File: src/rtl/rv_ctrl_pkg.sv
// rtl/rv_ctrl_pkg.sv - shared types and constants for the R-type issue controller
// Purpose: sequencer state encoding, R-type opcode/funct7 constants and the
//          4-bit ALU operation codes shared with the datapath ALU.
// Ports:   none (package).
package rv_ctrl_pkg;

   typedef enum logic [1:0] {
      S_IDLE,
      S_DECODE,
      S_EXECUTE,
      S_WRITEBACK
   } state_t;

   localparam logic [6:0] OPC_RTYPE   = 7'b0110011;
   localparam logic [6:0] FUNCT7_BASE = 7'h00;
   localparam logic [6:0] FUNCT7_ALT  = 7'h20;

   localparam logic [3:0] ALU_AND  = 4'b0000;
   localparam logic [3:0] ALU_OR   = 4'b0001;
   localparam logic [3:0] ALU_ADD  = 4'b0010;
   localparam logic [3:0] ALU_SLL  = 4'b0011;
   localparam logic [3:0] ALU_SUB  = 4'b0100;
   localparam logic [3:0] ALU_SRL  = 4'b0101;
   localparam logic [3:0] ALU_SLT  = 4'b0110;
   localparam logic [3:0] ALU_XOR  = 4'b0111;
   localparam logic [3:0] ALU_SRA  = 4'b1000;
   localparam logic [3:0] ALU_SLTU = 4'b1001;

endpackage

File: src/rtl/rtype_alu_decode.sv
// rtl/rtype_alu_decode.sv - combinational {funct7,funct3} to ALU op decoder
// Purpose: maps the R-type function fields onto an ALU code and flags
//          combinations the ALU cannot execute.
// Ports:   funct7/funct3 in; alu_control (4b) and legal out.
module rtype_alu_decode
   import rv_ctrl_pkg::*;
(
   input  logic [6:0] funct7,
   input  logic [2:0] funct3,
   output logic [3:0] alu_control,
   output logic       legal
);

   always_comb begin
      alu_control = ALU_AND;
      legal       = 1'b0;
      if (funct7 == FUNCT7_BASE) begin
         legal = 1'b1;
         case (funct3)
            3'b000:  alu_control = ALU_ADD;
            3'b001:  alu_control = ALU_SLL;
            3'b010:  alu_control = ALU_SLT;
            3'b011:  alu_control = ALU_SLTU;
            3'b100:  alu_control = ALU_XOR;
            3'b101:  alu_control = ALU_SRL;
            3'b110:  alu_control = ALU_OR;
            default: alu_control = ALU_AND;
         endcase
      end else if (funct7 == FUNCT7_ALT) begin
         // Only ADD and SRL have an alternate (SUB / SRA) form.
         case (funct3)
            3'b000: begin
               alu_control = ALU_SUB;
               legal       = 1'b1;
            end
            3'b101: begin
               alu_control = ALU_SRA;
               legal       = 1'b1;
            end
            default: begin
               alu_control = ALU_AND;
               legal       = 1'b0;
            end
         endcase
      end
   end

endmodule

File: src/rtl/rtype_issue_ctrl.sv
// rtl/rtype_issue_ctrl.sv - R-type instruction sequencer driving the regfile/ALU datapath
// Purpose: accepts RV32I words over valid/ready, steps each through
//          DECODE/EXECUTE/WRITEBACK, drives register numbers, ALU op and
//          regwrite, captures zero_flag and counts retired instructions.
// Ports:   clock, reset (async active-low); instr/instr_valid/instr_ready
//          fetch handshake; zero_flag from ALU; read_reg_num1/2, write_reg,
//          alu_control, regwrite to datapath; illegal pulse; last_zero;
//          retired count (CNT_W bits).
module rtype_issue_ctrl
   import rv_ctrl_pkg::*;
#(
   parameter int CNT_W = 16
)
(
   input  logic             clock,
   input  logic             reset,
   input  logic [31:0]      instr,
   input  logic             instr_valid,
   output logic             instr_ready,
   input  logic             zero_flag,
   output logic [4:0]       read_reg_num1,
   output logic [4:0]       read_reg_num2,
   output logic [4:0]       write_reg,
   output logic [3:0]       alu_control,
   output logic             regwrite,
   output logic             illegal,
   output logic             last_zero,
   output logic [CNT_W-1:0] retired
);

   state_t     state;
   logic [9:0] ir;          // {funct7, funct3} of the accepted instruction
   logic [6:0] dec_f7;
   logic [2:0] dec_f3;
   logic [3:0] dec_alu;
   logic       dec_legal;

   // Legality is judged on the incoming word at transfer so illegal can be a
   // registered pulse during DECODE; the ALU code is taken from IR afterwards.
   assign dec_f7 = (state == S_IDLE) ? instr[31:25] : ir[9:3];
   assign dec_f3 = (state == S_IDLE) ? instr[14:12] : ir[2:0];

   rtype_alu_decode u_dec (
      .funct7      (dec_f7),
      .funct3      (dec_f3),
      .alu_control (dec_alu),
      .legal       (dec_legal)
   );

   assign instr_ready = (state == S_IDLE);

   always_ff @(posedge clock or negedge reset) begin
      if (!reset) begin
         state         <= S_IDLE;
         ir            <= '0;
         read_reg_num1 <= '0;
         read_reg_num2 <= '0;
         write_reg     <= '0;
         alu_control   <= ALU_AND;
         regwrite      <= 1'b0;
         illegal       <= 1'b0;
         last_zero     <= 1'b0;
         retired       <= '0;
      end else begin
         regwrite <= 1'b0;
         illegal  <= 1'b0;
         case (state)
            S_IDLE: begin
               if (instr_valid) begin
                  ir            <= {instr[31:25], instr[14:12]};
                  read_reg_num1 <= instr[19:15];
                  read_reg_num2 <= instr[24:20];
                  write_reg     <= instr[11:7];
                  illegal       <= !((instr[6:0] == OPC_RTYPE) && dec_legal);
                  state         <= S_DECODE;
               end
            end
            S_DECODE: begin
               if (illegal) begin
                  state <= S_IDLE;
               end else begin
                  alu_control <= dec_alu;
                  state       <= S_EXECUTE;
               end
            end
            S_EXECUTE: begin
               // Writes to x0 are suppressed but still retire.
               regwrite <= (write_reg != 5'd0);
               state    <= S_WRITEBACK;
            end
            S_WRITEBACK: begin
               last_zero <= zero_flag;
               retired   <= retired + {{(CNT_W-1){1'b0}}, 1'b1};
               state     <= S_IDLE;
            end
            default: state <= S_IDLE;
         endcase
      end
   end

endmodule
File: config.mk
export PLATFORM = sky130hd
export DESIGN_NAME = rtype_issue_ctrl
export DESIGN_NICKNAME = d
export VERILOG_FILES = /design/src/rtl/rv_ctrl_pkg.sv /design/src/rtl/rtype_alu_decode.sv /design/src/rtl/rtype_issue_ctrl.sv
export SDC_FILE = /design/constraint.sdc
export NUM_CORES = 1
export LEC_CHECK = 0
export CORE_UTILIZATION = 24
export DETAILED_ROUTE_END_ITERATION = 8
export PLACE_DENSITY_LB_ADDON = 0.05
export SLEW_MARGIN = 20
export SYNTH_ARGS = -nofsm -noshare
export SYNTH_HDL_FRONTEND = slang
export SYNTH_SLANG_ARGS = --single-unit
File: constraint.sdc
create_clock -name clock -period 3.7 [get_ports clock]
set_input_delay 0.555 -clock clock [delete_from_list [all_inputs] [get_ports clock]]
set_output_delay 0.555 -clock clock [all_outputs]
set_load 0.01 [all_outputs]
==> run_results.csv <==
group,metric,value,unit
run_status,outcome,"complete, but fails checks",
run_status,failed_checks,"design-rule violations",
drt,via_count,1617,
layout,reg_top3,"retired (16), ir (10)",
critical_path,crit_family,"buffers and inverters",
clock_network,clock_path_buffers,2,
layout,n_fill_cell,894,
critical_path,cp-end-kind,"output port",
yosys,syn-instance-count,177,
die,placementRows,34,
pwr,sw_frac_of_total,32.8,%
sta,maxSlewViolCount,0,
sta,setup_tns,0,ps
critical_path,required,3140,ps
placed_design,hpwl,3820,um
critical_path,start_kind,"flop",
pwr,power.internal,1.43,mW
pwr,p_leak,1.29,nW
sta,worst_pin_slew,713,ps
placed_design,gp_congestion,0.698,
critical_path,cp_slowest_cell,"clkdlybuf4s50_1",
sta,max_freq,383,MHz
drt,wl_per_cell,14.5,um
grt,grt_pass1_vias,1746,
clock_network,clock_latency,300,ps
die,die_area,9620,um2
pwr,powerDensity,672,nW/um2
placed_design,io_buffers,74,
yosys,synth_seq_cells,50,
die,die_x,98.1,um
layout,num_antenna_cells,0,
sta,hold_viol,0,
clock_network,cts-root-buf,"clkbuf_8",
layout,multi_input_area,925,um2
drt,vias_per_cell,4.45,
sta,relSlewSlack,52.4,%
layout,top_register,"retired",
clock_network,clk_pin_slew,90,ps
yosys,synth_area,2210,um2
yosys,syn_area_per_cell,12.5,um2
layout,layout_common_cells,"73 x clkdlybuf4s50_1, 50 x dfrtp_1, 22 x mux2_1, 17 x nand2_1, 13 x xnor2_1",
critical_path,max_stage_delay,680,ps
sta,fin_crit,2610,ps
sta,setup_viol,0,
drt,firstDrtPassIters,6,
layout,final_common_cell,"clkdlybuf4s50_1",
critical_path,path_buf_inv,1,
yosys,syn-num-nets,214,
sta,fin_skew,6.11,ps
layout,largest_reg_flops,16,
pwr,irDropWorstVdd,0.321,mV
clock_network,postCtsSetupBuffers,0,
run,maxCapViolations,0,
clock_network,ctsHoldBuffers,0,
die,core_area,8850,um2
critical_path,critPathArrivalTime,2050,ps
clock_network,cts_sinks,50,
grt,antenna_found_initial,0,
grt,overflow,0,
drt,first_iter_violations,26,
yosys,ys_types,36,
critical_path,path_cells,"nor2_1 > clkdlybuf4s50_1",
hold_path,hp-class,"in -> async",
drt,drcViolationCount,5,
drt,routed_wl,5250,um
layout,drive_above_1_share,7.06,%
yosys,ys_seq_area_share,56.5,%
clock_network,cts_tree,"built",
drt,antenna_left,0,
die,pin_count,75,
grt,grt_pass1_wl,8830,um
grt,grt_max_degree,33,
critical_path,cp_max_fo,11,
pwr,total_power,2.14,mW
layout,regArea,1250,um2
clock_network,numCtsBuffers,5,
clock_network,htreeDepth,2,
pwr,switchingPower,0.701,mW
critical_path,path_class,"reg -> out",
layout,synthToLayoutAreaGrowth,43.6,%
yosys,yosys_warnings,0,
clock_network,cts-resized-gates,0,
layout,nets,291,
sta,period_share,70.5,%
die,fp.dieH,98.1,um
pwr,power_frac_comb,39.3,%
grt,track_usage,11.7,%
pwr,p_seq_share,42.8,%
die,start_util,25.0,%
pwr,clockPowerShare,17.9,%
sta,rsz0062_at_grt,"false",
==> synthesized netlist by cell type <==
cell / number / area [um2]
a2111oi_1: 1 / 10.0
a21boi_0: 1 / 7.51
a21boi_1: 1 / 7.51
a21oi_1: 3 / 15.0
a22o_1: 2 / 17.5
and2_1: 2 / 12.5
and4_1: 1 / 8.76
buf_2: 7 / 35.0
dfrtp_1: 50 / 1250
ha_1: 1 / 12.5
inv_1: 1 / 3.75
maj3_1: 1 / 10.0
mux2_1: 22 / 248
mux2_2: 5 / 56.3
mux2i_1: 6 / 60.1
nand2_1: 17 / 63.8
nand2b_1: 2 / 12.5
nand3_1: 4 / 20.0
nand4_1: 5 / 31.3
nand4b_1: 1 / 8.76
nor2_1: 7 / 26.3
nor2_2: 1 / 6.26
nor3_1: 1 / 5.00
nor3b_1: 1 / 7.51
nor4_1: 4 / 25.0
nor4b_1: 1 / 8.76
o21ai_0: 3 / 15.0
o31ai_1: 2 / 15.0
o31ai_2: 1 / 12.5
or2_1: 1 / 6.26
or3b_1: 1 / 8.76
or4_1: 2 / 15.0
or4_4: 1 / 11.3
or4b_1: 2 / 20.0
xnor2_1: 13 / 114
xor2_1: 3 / 26.3
==> cell type report <==
class,instances,area share (%)
clock inverters,1,0.945
clock buffers,7,2.40
repair buffers,77,23.8
flip-flops and latches,50,39.4
inverters,1,0.118
well taps,108,4.25
multi-input cells,119,29.1
==> logic make-up (layout without fill, tap and decap cells) <==
logic type / count (synthesis) / count (layout) / share of synthesized area (%)
AND/OR/NAND/NOR: 54 / 54 / 13.4
flip-flops: 50 / 50 / 56.5
multiplexers: 33 / 33 / 16.4
XOR/XNOR: 16 / 16 / 6.33
AO/OA/AOI/OAI: 14 / 14 / 4.52
buffers and inverters: 8 / 86 / 1.75
adder cells (fa/ha/maj): 2 / 2 / 1.02
==> per-layer routing <==
| metal | up-vias | share of wire [%] | global-route usage, % |
|---|---|---|---|
| met5 | - | 0 | 0 |
| met2 | 47 | 44 | 18.3 |
| li1 | 779 | - | - |
| met1 | 786 | 48 | 15.0 |
| met4 | 0 | 1.1 | 3.50 |
| met3 | 5 | 7.6 | 4.29 |
==> metrics by stage <==
step	hold slack (ps)	util (%)	setup WS, ps	cells	instance area, um2
floorplan	259	-	2010	177	2210
global placement	464	34.7	1410	355	3070
detailed placement	469	34.7	1400	355	3070
CTS	324	35.9	1060	363	3180
global route	353	35.9	977	363	3180
finish	294	35.9	1090	363	3180
==> power groups by stage <==
stage | combinational [mW] | clock [mW] | sequential (mW)
after floorplan | 0.413 | 0 | 0.930
after global placement | 0.855 | 0 | 0.927
after detailed placement | 0.852 | 0 | 0.924
after CTS | 0.857 | 0.403 | 0.918
after global routing | 0.922 | 0.425 | 0.951
final | 0.839 | 0.383 | 0.913
==> path summary, 6_finish.rpt <==
path                                     to  slack (ps)  cells after the start   startpoint
max                             instr_ready        1090                      2         flop
min                          alu_control[1]         290                      1        reset
max reg2reg                           ir[3]        1570                      4         flop
min reg2reg                     retired[15]         480                      1  retired[15]
max in group asynchronous  read_reg_num2[3]        2660                      2        reset
min in group clock              retired[15]         480                      1  retired[15]
Power figures use the tool's default switching activity.
